<file path="src/rtl/lac_phase_tracker.sv">
// Slow-clock phase tracker: synchronises clock_lac, runs a flywheel
// phase counter, qualifies lock and emits a phase-selected strobe.
module lac_phase_tracker #(
  parameter int RATIO       = 4,
  parameter int SYNC_STAGES = 2,
  parameter int LOCK_COUNT  = 8,
  parameter int MISS_LIMIT  = 2,
  parameter int ERR_CNT_W   = 8,
  localparam int PW = (RATIO > 2) ? $clog2(RATIO) : 1
) (
  input  logic                 clock,
  input  logic                 reset_n,
  input  logic                 clock_lac,
  input  logic [PW-1:0]        strobe_phase,
  output logic [PW-1:0]        phase,
  output logic                 strobe,
  output logic                 locked,
  output logic                 edge_err,
  output logic [ERR_CNT_W-1:0] unlock_count
);

  localparam int GW = (LOCK_COUNT > 1) ? $clog2(LOCK_COUNT) : 1;
  localparam int MW = (MISS_LIMIT > 1) ? $clog2(MISS_LIMIT) : 1;

  localparam logic [PW-1:0] PH_LAST   = PW'(RATIO - 1);
  localparam logic [PW-1:0] PH_ONE    = PW'(1);
  localparam logic [GW-1:0] GOOD_LAST = GW'(LOCK_COUNT - 1);
  localparam logic [MW-1:0] MISS_LAST = MW'(MISS_LIMIT - 1);

  typedef enum logic [1:0] {
    HUNT   = 2'd0,
    VERIFY = 2'd1,
    LOCKED = 2'd2
  } state_t;

  state_t                 state_q, state_d;
  logic [SYNC_STAGES-1:0] sync_q, sync_d;
  logic                   lac_dly_q, lac_dly_d;
  logic [PW-1:0]          phase_q, phase_d;
  logic [GW-1:0]          good_q, good_d;
  logic [MW-1:0]          miss_q, miss_d;
  logic [ERR_CNT_W-1:0]   unlock_q, unlock_d;
  logic                   strobe_q, strobe_d;
  logic                   err_q, err_d;

  logic          sync_out;
  logic          rise;
  logic          ph_zero;
  logic          active;
  logic          good_ev;
  logic          bad_ev;
  logic [PW-1:0] phase_inc;

  // Synchroniser shift and one-cycle delay for rising-edge detection
  always_comb begin
    sync_d    = {sync_q[SYNC_STAGES-2:0], clock_lac};
    lac_dly_d = sync_q[SYNC_STAGES-1];
  end

  // Edge and event classification against the flywheel phase
  always_comb begin
    sync_out  = sync_q[SYNC_STAGES-1];
    rise      = sync_out & ~lac_dly_q;
    ph_zero   = (phase_q == '0);
    active    = (state_q != HUNT);
    good_ev   = active & rise & ph_zero;
    bad_ev    = active & (rise ^ ph_zero);
    phase_inc = (phase_q == PH_LAST) ? '0 : phase_q + PH_ONE;
  end

  // Next-state, phase, lock qualification and unlock counting
  always_comb begin
    state_d  = state_q;
    phase_d  = phase_q;
    good_d   = good_q;
    miss_d   = miss_q;
    unlock_d = unlock_q;
    unique case (state_q)
      HUNT: begin
        phase_d = '0;
        if (rise) begin
          state_d = VERIFY;
          phase_d = PH_ONE;
          good_d  = '0;
        end
      end
      VERIFY: begin
        phase_d = phase_inc;
        unique case (1'b1)
          good_ev: begin
            if (good_q == GOOD_LAST) begin
              state_d = LOCKED;
              miss_d  = '0;
            end else begin
              good_d = good_q + 1'b1;
            end
          end
          (bad_ev & rise): begin
            phase_d = PH_ONE;
            good_d  = '0;
          end
          (bad_ev & ~rise): begin
            state_d = HUNT;
            phase_d = '0;
          end
          default: ;
        endcase
      end
      LOCKED: begin
        phase_d = phase_inc;
        unique case (1'b1)
          good_ev: miss_d = '0;
          bad_ev: begin
            if (miss_q == MISS_LAST) begin
              state_d = HUNT;
              phase_d = '0;
              miss_d  = '0;
              if (~&unlock_q) begin
                unlock_d = unlock_q + 1'b1;
              end
            end else begin
              miss_d = miss_q + 1'b1;
            end
          end
          default: ;
        endcase
      end
      default: begin
        state_d = HUNT;
        phase_d = '0;
      end
    endcase
  end

  // Registered strobe and error pulse
  always_comb begin
    strobe_d = (state_q == LOCKED) & (phase_q == strobe_phase);
    err_d    = bad_ev;
  end

  // State register
  always_ff @(posedge clock or negedge reset_n) begin
    if (!reset_n) begin
      state_q   <= HUNT;
      sync_q    <= '0;
      lac_dly_q <= 1'b0;
      phase_q   <= '0;
      good_q    <= '0;
      miss_q    <= '0;
      unlock_q  <= '0;
      strobe_q  <= 1'b0;
      err_q     <= 1'b0;
    end else begin
      state_q   <= state_d;
      sync_q    <= sync_d;
      lac_dly_q <= lac_dly_d;
      phase_q   <= phase_d;
      good_q    <= good_d;
      miss_q    <= miss_d;
      unlock_q  <= unlock_d;
      strobe_q  <= strobe_d;
      err_q     <= err_d;
    end
  end

  assign phase        = phase_q;
  assign strobe       = strobe_q;
  assign locked       = (state_q == LOCKED);
  assign edge_err     = err_q;
  assign unlock_count = unlock_q;

endmodule

</file>
<file path="config.mk">
export PLATFORM = sky130hd
export DESIGN_NAME = lac_phase_tracker
export DESIGN_NICKNAME = d
export VERILOG_FILES = /design/src/rtl/lac_phase_tracker.sv
export SDC_FILE = /design/constraint.sdc
export NUM_CORES = 1
export LEC_CHECK = 0
export ABC_AREA = 1
export BUFFER_PORTS_ARGS = -buffer_cell sky130_fd_sc_hd__buf_4
export CAP_MARGIN = 20
export CORE_MARGIN = 5
export CORE_UTILIZATION = 55
export DETAILED_ROUTE_END_ITERATION = 6
export PLACE_DENSITY = 0.77
export RECOVER_POWER = 25
export SYNTH_ARGS = -nofsm -noshare
export SYNTH_HDL_FRONTEND = slang
export SYNTH_SLANG_ARGS = --single-unit
export TNS_END_PERCENT = 5
</file>
<file path="constraint.sdc">
create_clock -name clock -period 4.01 [get_ports clock]
set_clock_uncertainty 0.2 [all_clocks]
set_input_delay 0.802 -clock clock [delete_from_list [all_inputs] [get_ports clock]]
set_output_delay 0.802 -clock clock [all_outputs]
set_load 0.03 [all_outputs]
</file>
==> run_results.csv, run 1 <==
group,metric,value,unit
status,status,"finished, final reports clean",
detailed_routing,drc,0,
yosys,synth_nets,168,
timing,drv_slew,0,
floorplanning,die_h,57.36,um
finish,nets,188,
worst_setup_path,critical_path_class,"flip-flop to output pin",
timing,min_period,2.357,ns
placement,io_buffer_count,17,
yosys,synth_compound_area_share,5.274,%
clock_tree,clkTransAtPathRegs,0.12,ns
worst_setup_path,cp_max_fo,6,
power,swShare,46.19,%
placement,placed_area,0.001380,sq mm
timing,finalSetupViolations,0,
finish,fill_cells,196,
global_routing,grt_overflow,0,
worst_setup_path,r2r_end,"unlock_count[6]$_DFFE_PN0P_",
timing,worstMarginPinSlew,1.132,ns
detailed_routing,postRouteAntennaNets,0,
detailed_routing,wire_per_inst,11.78,um
yosys,synthCells,154,
yosys,synthesis.area,0.001234,sq mm
finish,area_growth,13.79,%
worst_setup_path,critPathLaunch,"state_q[0]$_DFFE_PN0P_",
clock_tree,clock_sinks,21,
clock_tree,cts_hold_buf,0,
worst_setup_path,cp_cell_sequence,"inv_1 -> ha_1 -> buf_4",
worst_setup_path,r2r_cells,8,
worst_setup_path,cp-start-kind,"flip-flop",
worst_setup_path,crit_buf_inv,2,
floorplanning,die_w,57.36,um
finish,final_common_cell,"nand2_1",
job,maxCapViolations,0,
yosys,syn_area_per_cell,8.011,sq um
clock_tree,cts_tree,"yes",
worst_setup_path,endpoint_kind,"output pin",
detailed_routing,dr.pass1.iters,6,
power,p_clk_share,12.2,%
floorplanning,io-pin-count,18,
global_routing,grt_first_pass_wirelength,4209,um
worst_setup_path,reg2reg_slack,1.97,ns
clock_tree,post_cts_resize_count,0,
power,power.density,595.9,mW/mm^2
floorplanning,die-area,0.003290,sq mm
power,p_comb_share,51.6,%
power,ir_drop,435.1,uV
yosys,synth_top_family_by_area,"simple AND/OR/NAND/NOR gates",
clock_tree,htree_num_levels,1,
clock_tree,cts_made_buffers,3,
detailed_routing,wirelength,2367,um
timing,rsz0062_at_grt,"no",
yosys,synth_xor_area_share,4.970,%
timing,finalHoldViolations,0,
floorplanning,core,0.002170,sq mm
clock_tree,ctsLongestPathBuffers,2,
power,p_int,0.0004501,W
floorplanning,initial_core_util,56.86,%
yosys,ys_types,22,
worst_setup_path,rr_startpoint,"phase[0]$_DFF_PN0_",
clock_tree,insertion_delay,0.30,ns
worst_hold_path,hp-class,"flip-flop to flip-flop",
power,netSwitchingPower,0.0003865,W
finish,drive_gt1_share,20.81,%
global_routing,grt_pass1_vias,972,
yosys,yosys.area_share.simple,31.54,%
finish,num_antenna_cells,0,
finish,most-common-layout-cells,"nand2_1, dfrtp_1, nand3_1, buf_4",
yosys,synth_mux_area_share,0,%
placement,place_hpwl,1884,um
global_routing,grt_use_total,16.21,%
yosys,ys_seq_area_share,42.60,%
global_routing,grt_start_max_net_pins,22,
floorplanning,core.rowCount,17,
worst_setup_path,worstSetupEndpoint,"locked",
clock_tree,cts_setup_buffers,0,
timing,setup_tns,0,ns
yosys,ys_ff_latch,21,
global_routing,antenna_found_initial,0,
finish,final_area,0.001404,sq mm
timing,post-route-period-util,58.78,%
detailed_routing,viasPerCell,5.109,
worst_setup_path,max_stage_delay,0.43,ns
detailed_routing,vias,1027,
worst_setup_path,cp_slowest_cell,"dfrtp_1",
yosys,synthAdderAreaFrac,9.128,%
clock_tree,cts_root_buf,"clkbuf_4",
yosys,yosys_warnings,0,
worst_setup_path,path_delay_family,"flip-flops",
finish,utilization,64.71,%
detailed_routing,drt-initial-drc-count,29,
power,pwr-share-seq,36.3,%
worst_setup_path,worst_ep_required_time,3.01,ns
worst_setup_path,cp_data_arrival_time,1.35,ns
worst_setup_path,cp_num_cells,3,
placement,gp_congestion,0.8451,
worst_hold_path,min_from,"sync_q[0]$_DFF_PN0_",
power,power_leakage,0.7928,nW
timing,timing.fmax,424.3,MHz
timing,relSlewSlack,24.54,%
## cell type report
class                   count  area [sq um]  share of cell area [%]
clock buffers               3         22.52                   1.604
clock inverters             1         5.005                  0.3565
inverters                  17         63.81                   4.545
multi-input cells         114         628.1                   44.74
flip-flops and latches     21         525.5                   37.43
well taps                  28         35.03                   2.496
repair buffers             17         123.9                   8.824
## sequential cells by signal, summed over array words and instances (netlist names)
name          flops
miss_q            1
unlock_count      8
strobe            1
state_q           2
phase             2
sync_q            2
lac_dly_q         1
edge_err          1
good_q            3
## kinds of logic after synthesis
kind of cell,Yosys count
buf+inv,19
fa+ha+maj,9
compound gates,9
xor+xnor,7
simple gates,89
flops,21
## metal layers
layer | wire [um] | part of all wire (%) | track usage, %
met1 | 1106 | 47 | 21.18
met2 | 1137 | 48 | 25.97
met3 | 86 | 3.6 | 2.941
met4 | 36 | 1.5 | 7.285
met5 | 0 | 0 | 0
## worst min path at each step
| stage | endpoint | slack [ns] | cells past startpoint |
|---|---|---|---|
| 2_1_floorplan | sync_q[1]$_DFF_PN0_ | 0.13 | 0 |
| 3_3_place_gp | sync_q[1]$_DFF_PN0_ | 0.14 | 0 |
| 3_5_place_dp | sync_q[1]$_DFF_PN0_ | 0.15 | 0 |
| 4_1_cts | edge_err$_DFF_PN0_ | 0.16 | 1 |
| 5_1_grt | sync_q[1]$_DFF_PN0_ | 0.20 | 0 |
| 6_report | sync_q[1]$_DFF_PN0_ | 0.17 | 0 |
## metrics by stage
step	hold slack, ns	setup WS [ns]	total power, W	cells
after floorplan	0.1312	2.135	0.0006215	154
after global placement	0.1426	2.028	0.0007192	197
after detailed placement	0.1463	1.984	0.0007391	197
after CTS	0.1595	1.652	0.0008434	201
after global routing	0.1969	1.549	0.0009213	201
final	0.1703	1.653	0.0008366	201
## power by group through the flow
stage / logic, W / clock network [W] / registers [W]
floorplan: 0.000283 / 0 / 0.000339
global placement: 0.000415 / 0 / 0.000304
detailed placement: 0.000432 / 0 / 0.000308
CTS: 0.000434 / 0.000107 / 0.000303
global route: 0.000489 / 0.000120 / 0.000312
finish: 0.000431 / 0.000102 / 0.000303
## worst reg2reg max path, cell delays in order, from the launching register on
cell and delay [ns]:
dfrtp_1 0.40, inv_1 0.08, ha_1 0.28, nand3_1 0.15
nand4_2 0.12, nor2_2 0.43, inv_2 0.13, nand2_1 0.08
nand2_1 0.05
## synthesized netlist by cell type, drive strengths merged
cell | instances | area share, %
nor2 | 15 | 4.8
dfrtp | 21 | 43
nand2 | 53 | 17
inv | 17 | 5.2
nand3 | 17 | 7.3
xnor2 | 1 | 0.71
a21oi | 1 | 0.71
o21ai | 6 | 3.3
nor3 | 2 | 0.81
a211oi | 1 | 0.61
a21boi | 1 | 0.61
buf | 2 | 1.3
nand4 | 1 | 1.0
xor2 | 6 | 4.3
or2 | 1 | 0.51
ha | 9 | 9.1
Note: power is estimated with default switching activity, not from simulation.
==> run 2, diff against run 1 <==
--- a/config.mk
+++ b/config.mk
@@ -5,13 +5,13 @@
 export SDC_FILE = /design/constraint.sdc
 export NUM_CORES = 1
 export LEC_CHECK = 0
-export ABC_AREA = 1
+export ABC_AREA = 0
 export BUFFER_PORTS_ARGS = -buffer_cell sky130_fd_sc_hd__buf_4
 export CAP_MARGIN = 20
 export CORE_MARGIN = 5
 export CORE_UTILIZATION = 55
 export DETAILED_ROUTE_END_ITERATION = 6
-export PLACE_DENSITY = 0.77
+export PLACE_DENSITY = 0.78
 export RECOVER_POWER = 25
 export SYNTH_ARGS = -nofsm -noshare
 export SYNTH_HDL_FRONTEND = slang
==> constraint.sdc (replaced) <==
create_clock -name clock -period 2.4 [get_ports clock]
set_clock_uncertainty 0.2 [all_clocks]
set_input_delay 0.48 -clock clock [delete_from_list [all_inputs] [get_ports clock]]
set_output_delay 0.48 -clock clock [all_outputs]
set_load 0.03 [all_outputs]
==> run 2 against run 1 <==
  * Final area decreased by 1.5%
  * Critical path depth increased by 3
  * Register-to-register slack got worse by 1.9 ns
  * Wire length decreased by 13%
  * First-iteration DRC count decreased by 66%
  * Via count decreased by 19%
  * Global-route usage decreased by 2.4 points
  * Sequential power increased by 53%
  * Die area decreased by 4.9%
  * Count of clock-buffer cells in the layout unchanged
  * Area after synthesis decreased by 5.9%
  * Clock power increased by 70%
==> run_results.csv, run 2 <==
group,metric,value,unit
status,status,"finished, final reports clean",
worst_setup_path,cp_num_cells,6,
clock_tree,cts_root_buf,"clkbuf_4",
clock_tree,ctsLongestPathBuffers,2,
placement,gp_congestion,0.8214,
worst_setup_path,cp_cell_sequence,"inv_1 -> ha_2 -> or4b_4 -> a21boi_4 -> nor3_4 -> mux2_2",
worst_setup_path,max_stage_delay,0.52,ns
worst_setup_path,critical_path_class,"flip-flop to flip-flop",
yosys,yosys_most_used_dff,"dfrtp_1",
clock_tree,cts_tree,"yes",
yosys,ys_top_cells_by_area,"dfrtp_1, ha_1, xnor2_1, nand3_1, o21ai_0",
clock_tree,cts_setup_buffers,0,
yosys,yosys_warnings,0,
finish,multi_input_area,608.1,sq um
worst_hold_path,whs_endpoint,"sync_q[0]$_DFF_PN0_",
worst_setup_path,reg2reg_slack,0.08,ns
finish,nets,149,
yosys,ys_seq_area_share,45.26,%
detailed_routing,dr.pass1.iters,2,
clock_tree,cts_made_buffers,3,
power,ir_drop,655.5,uV
timing,finalSetupViolations,0,
power,power_leakage,0.6759,nW
global_routing,grt_use_total,13.85,%
yosys,synthCells,111,
timing,min_period,2.325,ns
floorplanning,die_w,55.95,um
yosys,synthesis.area,0.001161,sq mm
yosys,ys_ff_latch,21,
worst_setup_path,r2r_cells,6,
worst_hold_path,hold_path_depth,1,
global_routing,grt_first_pass_wirelength,3470,um
yosys,synth_edf_count,0,
timing,post-route-period-util,96.86,%
floorplanning,initial_core_util,58.59,%
yosys,synth_nets,125,
power,power,0.001182,W
placement,placed_area,0.001339,sq mm
finish,most-common-layout-cells,"dfrtp_1, buf_4, inv_1, ha_1",
worst_setup_path,rr_startpoint,"phase[0]$_DFF_PN0_",
global_routing,grtUsageMet2,22.30,%
timing,drv_slew,0,
power,swShare,40.65,%
detailed_routing,drc,0,
detailed_routing,vias,829,
detailed_routing,wirelength,2061,um
clock_tree,clkTransAtPathRegs,0.12,ns
worst_setup_path,cp-start-kind,"flip-flop",
finish,final_cells,161,
floorplanning,io-pin-count,18,
clock_tree,clock_sinks,21,
floorplanning,die_h,55.95,um
placement,place_inst,156,
finish,area_growth,19.07,%
detailed_routing,viasPerCell,5.149,
worst_setup_path,r2r_end,"unlock_count[1]$_DFFE_PN0P_",
floorplanning,core.rowCount,16,
yosys,synth_most_common_cell,"dfrtp_1",
worst_hold_path,min_from,"clock_lac",
placement,place_ws,0.07752,ns
worst_setup_path,cp_max_fo,6,
timing,finalHoldViolations,0,
finish,final_area,0.001383,sq mm
detailed_routing,drt-initial-drc-count,10,
finish,num_antenna_cells,0,
power,p_clk_share,14.7,%
clock_tree,htree_num_levels,1,
global_routing,grt_overflow,0,
timing,timing.fmax,430.2,MHz
timing,relSlewSlack,26.34,%
job,maxCapViolations,0,
power,p_comb_share,46.1,%
power,power.density,855.1,mW/mm^2
global_routing,grt_start_max_net_pins,22,
finish,final_common_cell,"dfrtp_1",
clock_tree,insertion_delay,0.31,ns
power,p_int,0.0007017,W
worst_setup_path,cp_slowest_cell,"or4b_4",
placement,place_hpwl,1515,um
worst_setup_path,cp_data_arrival_time,2.33,ns
detailed_routing,postRouteAntennaNets,0,
power,pwr-share-seq,39.2,%
floorplanning,core,0.001982,sq mm
yosys,synthArstFlopShare,100.0,%
timing,rsz0062_at_grt,"no",
timing,fin_ws,0.07543,ns
global_routing,grtUsageMet3,2.552,%
global_routing,gr-max-usage-layer,"met2",
worst_setup_path,endpoint_kind,"flip-flop",
placement,io_buffer_count,17,
power,netSwitchingPower,0.0004806,W
global_routing,met1_usage,18.13,%
worst_hold_path,hp-class,"input pin to flip-flop",
worst_setup_path,path_delay_family,"simple AND/OR/NAND/NOR gates",
finish,drive_gt1_share,25.37,%
finish,fill_cells,148,
finish,seq_area,528.0,sq um
yosys,ys_types,34,
yosys,syn_area_per_cell,10.46,sq um
global_routing,antenna_found_initial,0,
detailed_routing,wire_per_inst,12.80,um
yosys,ys_top_cells_by_count,"dfrtp_1, ha_1, inv_1, nand2_1, nor2_1",
floorplanning,die-area,0.003130,sq mm
worst_setup_path,worst_ep_required_time,2.41,ns
yosys,synth_top_area_cell,"dfrtp_1",
global_routing,grt_pass1_vias,799,
timing,worstMarginPinSlew,1.105,ns
worst_setup_path,crit_buf_inv,1,
yosys,yosysTopAreaCellShare,45.26,%
timing,setup_tns,0,ns
finish,largest_register_ffs,8,
[run 2: cell count changes in the layout (fill, tap and decap cells not counted), sizes merged, moves of 4 or more]
cell,previous run,this run
nand3,17,7
nand2,53,7
xnor2,1,5
inv,17,9
xor2,6,2
nor2,15,7
a21oi,1,5
[run 2: repair_timing]
item,in CTS,in global routing
gates resized for setup,0,3
hold buffers,1,0
endpoints found under the setup margin,0,3
hold endpoints to repair,21,0
[run 2: kinds of logic (layout without fill, tap and decap cells)]
| logic type | Yosys count | count (layout) | share of synthesized area, % |
|---|---|---|---|
| adders and majority gates | 9 | 9 | 9.698 |
| xor gates and xnor gates | 7 | 7 | 5.280 |
| and+or+nand+nor | 41 | 41 | 21.23 |
| muxes | 4 | 4 | 3.664 |
| DFF | 21 | 21 | 45.26 |
| AOI/OAI and AO/OA | 19 | 19 | 11.42 |
| buffers and inverters | 10 | 33 | 3.448 |
[run 2: worst register-to-register path: stages, from the launching register on]
cell and delay (ns):
dfrtp_2 0.42, inv_1 0.06, ha_2 0.21, or4b_4 0.52, a21boi_4 0.17, nor3_4 0.29
mux2_2 0.36
[run 2: how the worst max path moves through the flow]
stage                                  start                           to  slack (ns)
after floorplan           phase[0]$_DFF_PN0_  unlock_count[7]$_DFFE_PN0P_        0.05
after global placement    phase[0]$_DFF_PN0_  unlock_count[1]$_DFFE_PN0P_        0.12
after detailed placement  phase[0]$_DFF_PN0_  unlock_count[7]$_DFFE_PN0P_        0.08
after CTS                 phase[0]$_DFF_PN0_  unlock_count[7]$_DFFE_PN0P_        0.07
after global routing      phase[0]$_DFF_PN0_  unlock_count[7]$_DFFE_PN0P_       0.002
final                     phase[0]$_DFF_PN0_  unlock_count[1]$_DFFE_PN0P_        0.08
[run 2: power groups by stage]
stage	combinational (W)	sequential, W	clock (W)
5_1_grt	0.000608	0.000474	0.000188
6_report	0.000545	0.000464	0.000173
3_3_place_gp	0.000533	0.000469	0
3_5_place_dp	0.000544	0.000471	0
2_1_floorplan	0.000342	0.000520	0
4_1_cts	0.000549	0.000463	0.000181
[run 2: through the flow]
step | hold WS [ns] | util (%)
2_1_floorplan | -0.01559 | -
3_3_place_gp | 0.1347 | 67.55
3_5_place_dp | 0.1411 | 67.55
4_1_cts | 0.05423 | 69.44
5_1_grt | 0.07710 | 69.76
6_report | 0.08990 | 69.76
[run 2: area by class of cell]
class	instances	area share, %
clock inverter	1	0.3620
sequential	21	38.19
inverter	9	2.624
tap	27	2.443
clock buffer	3	1.629
multi-input combinational	80	43.98
timing repair buffer	20	10.77
[run 2: routing by layer]
layer	vias up	share of wire [%]	wire [um]
met5	-	0	0
met3	2	3.9	80
met1	391	49	1002
met4	0	0.49	10
met2	9	47	967
li1	427	-	-
==> run 3, diff against run 2 <==
--- a/config.mk
+++ b/config.mk
@@ -9,9 +9,8 @@
 export BUFFER_PORTS_ARGS = -buffer_cell sky130_fd_sc_hd__buf_4
 export CAP_MARGIN = 20
 export CORE_MARGIN = 5
-export CORE_UTILIZATION = 55
+export CORE_UTILIZATION = 25
 export DETAILED_ROUTE_END_ITERATION = 6
-export PLACE_DENSITY = 0.78
 export RECOVER_POWER = 25
 export SYNTH_ARGS = -nofsm -noshare
 export SYNTH_HDL_FRONTEND = slang
==> run 3 against run 2 <==
  * Maximum frequency is 0.72% higher
  * Non-clock buffer count stayed put
  * Critical path type unchanged
  * Sequential power hardly changed
  * Sequential share of layout area is 1.4 points lower
  * Combinational power is 5.9% higher
  * Worst hold slack better by 0.060 ns
  * Total power is 7.4% higher
==> run_results.csv, run 3 (synthesis results as in run 2) <==
group,metric,value,unit
status,status,"finished, final reports clean",
detailed_routing,postRouteAntennaNets,0,
worst_setup_path,critical_path_class,"flip-flop to flip-flop",
worst_setup_path,cp_max_fo,6,
global_routing,grt_start_max_net_pins,22,
floorplanning,io-pin-count,18,
detailed_routing,viasPerCell,4.640,
global_routing,antenna_found_initial,0,
floorplanning,core,0.004444,sq mm
timing,whs,0.1497,ns
worst_setup_path,max_stage_delay,0.51,ns
detailed_routing,drc,0,
placement,place_ws,0.05768,ns
worst_setup_path,cp_slowest_cell,"or4b_4",
finish,drive_gt1_share,25.37,%
detailed_routing,wirelength,2288,um
finish,most-common-layout-cells,"dfrtp_1, buf_4, ha_1",
worst_setup_path,reg2reg_slack,0.09,ns
detailed_routing,wire_per_inst,12.30,um
global_routing,grt_first_pass_wirelength,3995,um
timing,post-route-period-util,96.16,%
timing,rsz0062_at_grt,"no",
floorplanning,die-area,0.006107,sq mm
floorplanning,die_w,78.15,um
detailed_routing,dr.pass1.iters,2,
clock_tree,insertion_delay,0.26,ns
timing,min_period,2.308,ns
worst_setup_path,crit_buf_inv,2,
finish,num_antenna_cells,0,
clock_tree,htree_num_levels,1,
power,power_leakage,0.6700,nW
worst_setup_path,endpoint_kind,"flip-flop",
detailed_routing,drt-initial-drc-count,33,
floorplanning,initial_core_util,26.13,%
placement,gp_congestion,0.8395,
timing,fin_ws,0.09211,ns
power,ir_drop,276.5,uV
global_routing,grt_pass1_vias,900,
timing,drv_slew,0,
detailed_routing,vias,863,
worst_setup_path,worst_ep_required_time,2.34,ns
finish,final_common_cell,"dfrtp_1",
clock_tree,cts_setup_buffers,0,
worst_hold_path,hp-class,"input pin to flip-flop",
clock_tree,cts_made_buffers,3,
clock_tree,cts_tree,"yes",
timing,worstMarginPinSlew,1.183,ns
clock_tree,clkTransAtPathRegs,0.08,ns
placement,place_hpwl,1758,um
timing,finalHoldViolations,0,
clock_tree,clock_sinks,21,
floorplanning,die_h,78.15,um
timing,finalSetupViolations,0,
worst_setup_path,cp_data_arrival_time,2.25,ns
finish,largest_register_ffs,8,
power,power.density,884.4,mW/mm^2
clock_tree,ctsLongestPathBuffers,2,
placement,io_buffer_count,17,
timing,relSlewSlack,21.14,%
worst_setup_path,cp_cell_sequence,"inv_1 -> ha_4 -> or4b_4 -> a21boi_4 -> inv_4 -> nand3_4 -> nor3_2 -> mux2_1",
job,maxCapViolations,0,
global_routing,grt_overflow,0,
timing,timing.fmax,433.3,MHz
worst_setup_path,cp-start-kind,"flip-flop",
global_routing,grt_use_total,8.127,%
worst_setup_path,path_delay_family,"simple AND/OR/NAND/NOR gates",
finish,nets,149,
timing,setup_tns,0,ns
finish,area_growth,23.71,%
clock_tree,cts_root_buf,"clkbuf_8",
floorplanning,core.rowCount,24,
-- run 3: stage by stage --
step	instances	utilization, %	total power (W)	instance area [sq um]
2_1_floorplan	111	-	0.0008617	1166
3_3_place_gp	181	30.83	0.001012	1370
3_5_place_dp	181	30.83	0.001025	1370
4_1_cts	186	32.09	0.001261	1426
5_1_grt	186	32.32	0.001373	1436
6_report	186	32.32	0.001270	1436
-- run 3: layout make-up --
| class | count | area (sq um) |
|---|---|---|
| Clock buffer | 3 | 41.29 |
| Sequential cell | 21 | 528.0 |
| Timing Repair Buffer | 20 | 148.9 |
| Clock inverter | 1 | 5.005 |
| Multi-Input combinational cell | 80 | 611.8 |
| Inverter | 9 | 36.28 |
| Tap cell | 52 | 65.06 |
| Fill cell | 453 | 3008 |
-- run 3: power by group --
group,total [W],internal (W),switching [W]
Clock,0.000232,0.000116,0.000117
Sequential,0.000462,0.000412,0.0000497
Combinational,0.000577,0.000243,0.000334
Total,0.00127,0.000770,0.000500
-- run 3: what timing repair did --
item                                    CTS  global route
endpoints found under the setup margin    0             6
gates resized for setup                   0             4
endpoints found under the hold margin    21             0
hold buffers                              1             0
-- run 3: worst paths after layout --
kind | start | to | cells past startpoint
worst min register to register | sync_q[0]$_DFF_PN0_ | sync_q[1]$_DFF_PN0_ | 0
worst min-delay path | clock_lac | sync_q[0]$_DFF_PN0_ | 1
worst max register to register | phase[1]$_DFF_PN0_ | unlock_count[7]$_DFFE_PN0P_ | 8
worst max-delay path | phase[1]$_DFF_PN0_ | unlock_count[7]$_DFFE_PN0P_ | 8
max in group asynchronous | reset_n | phase[1]$_DFF_PN0_ | 2
min in group asynchronous | reset_n | unlock_count[5]$_DFFE_PN0P_ | 2
-- run 3: worst reg2reg max path, stage by stage, from the launching register on --
cell and delay [ns]:
dfrtp_2 0.40, inv_1 0.07, ha_4 0.17, or4b_4 0.51, a21boi_4 0.18, inv_4 0.09, nand3_4 0.09, nor3_2 0.12
mux2_1 0.35
-- run 3: layer usage --
metal,share of wire [%],routed length (um),vias up,GRT usage [%]
met5,0,0,-,0
met1,43,993,405,9.684
met3,7.5,171,4,3.318
met4,1.7,38,0,4.021
met2,47,1083,24,12.67
li1,-,-,430,-
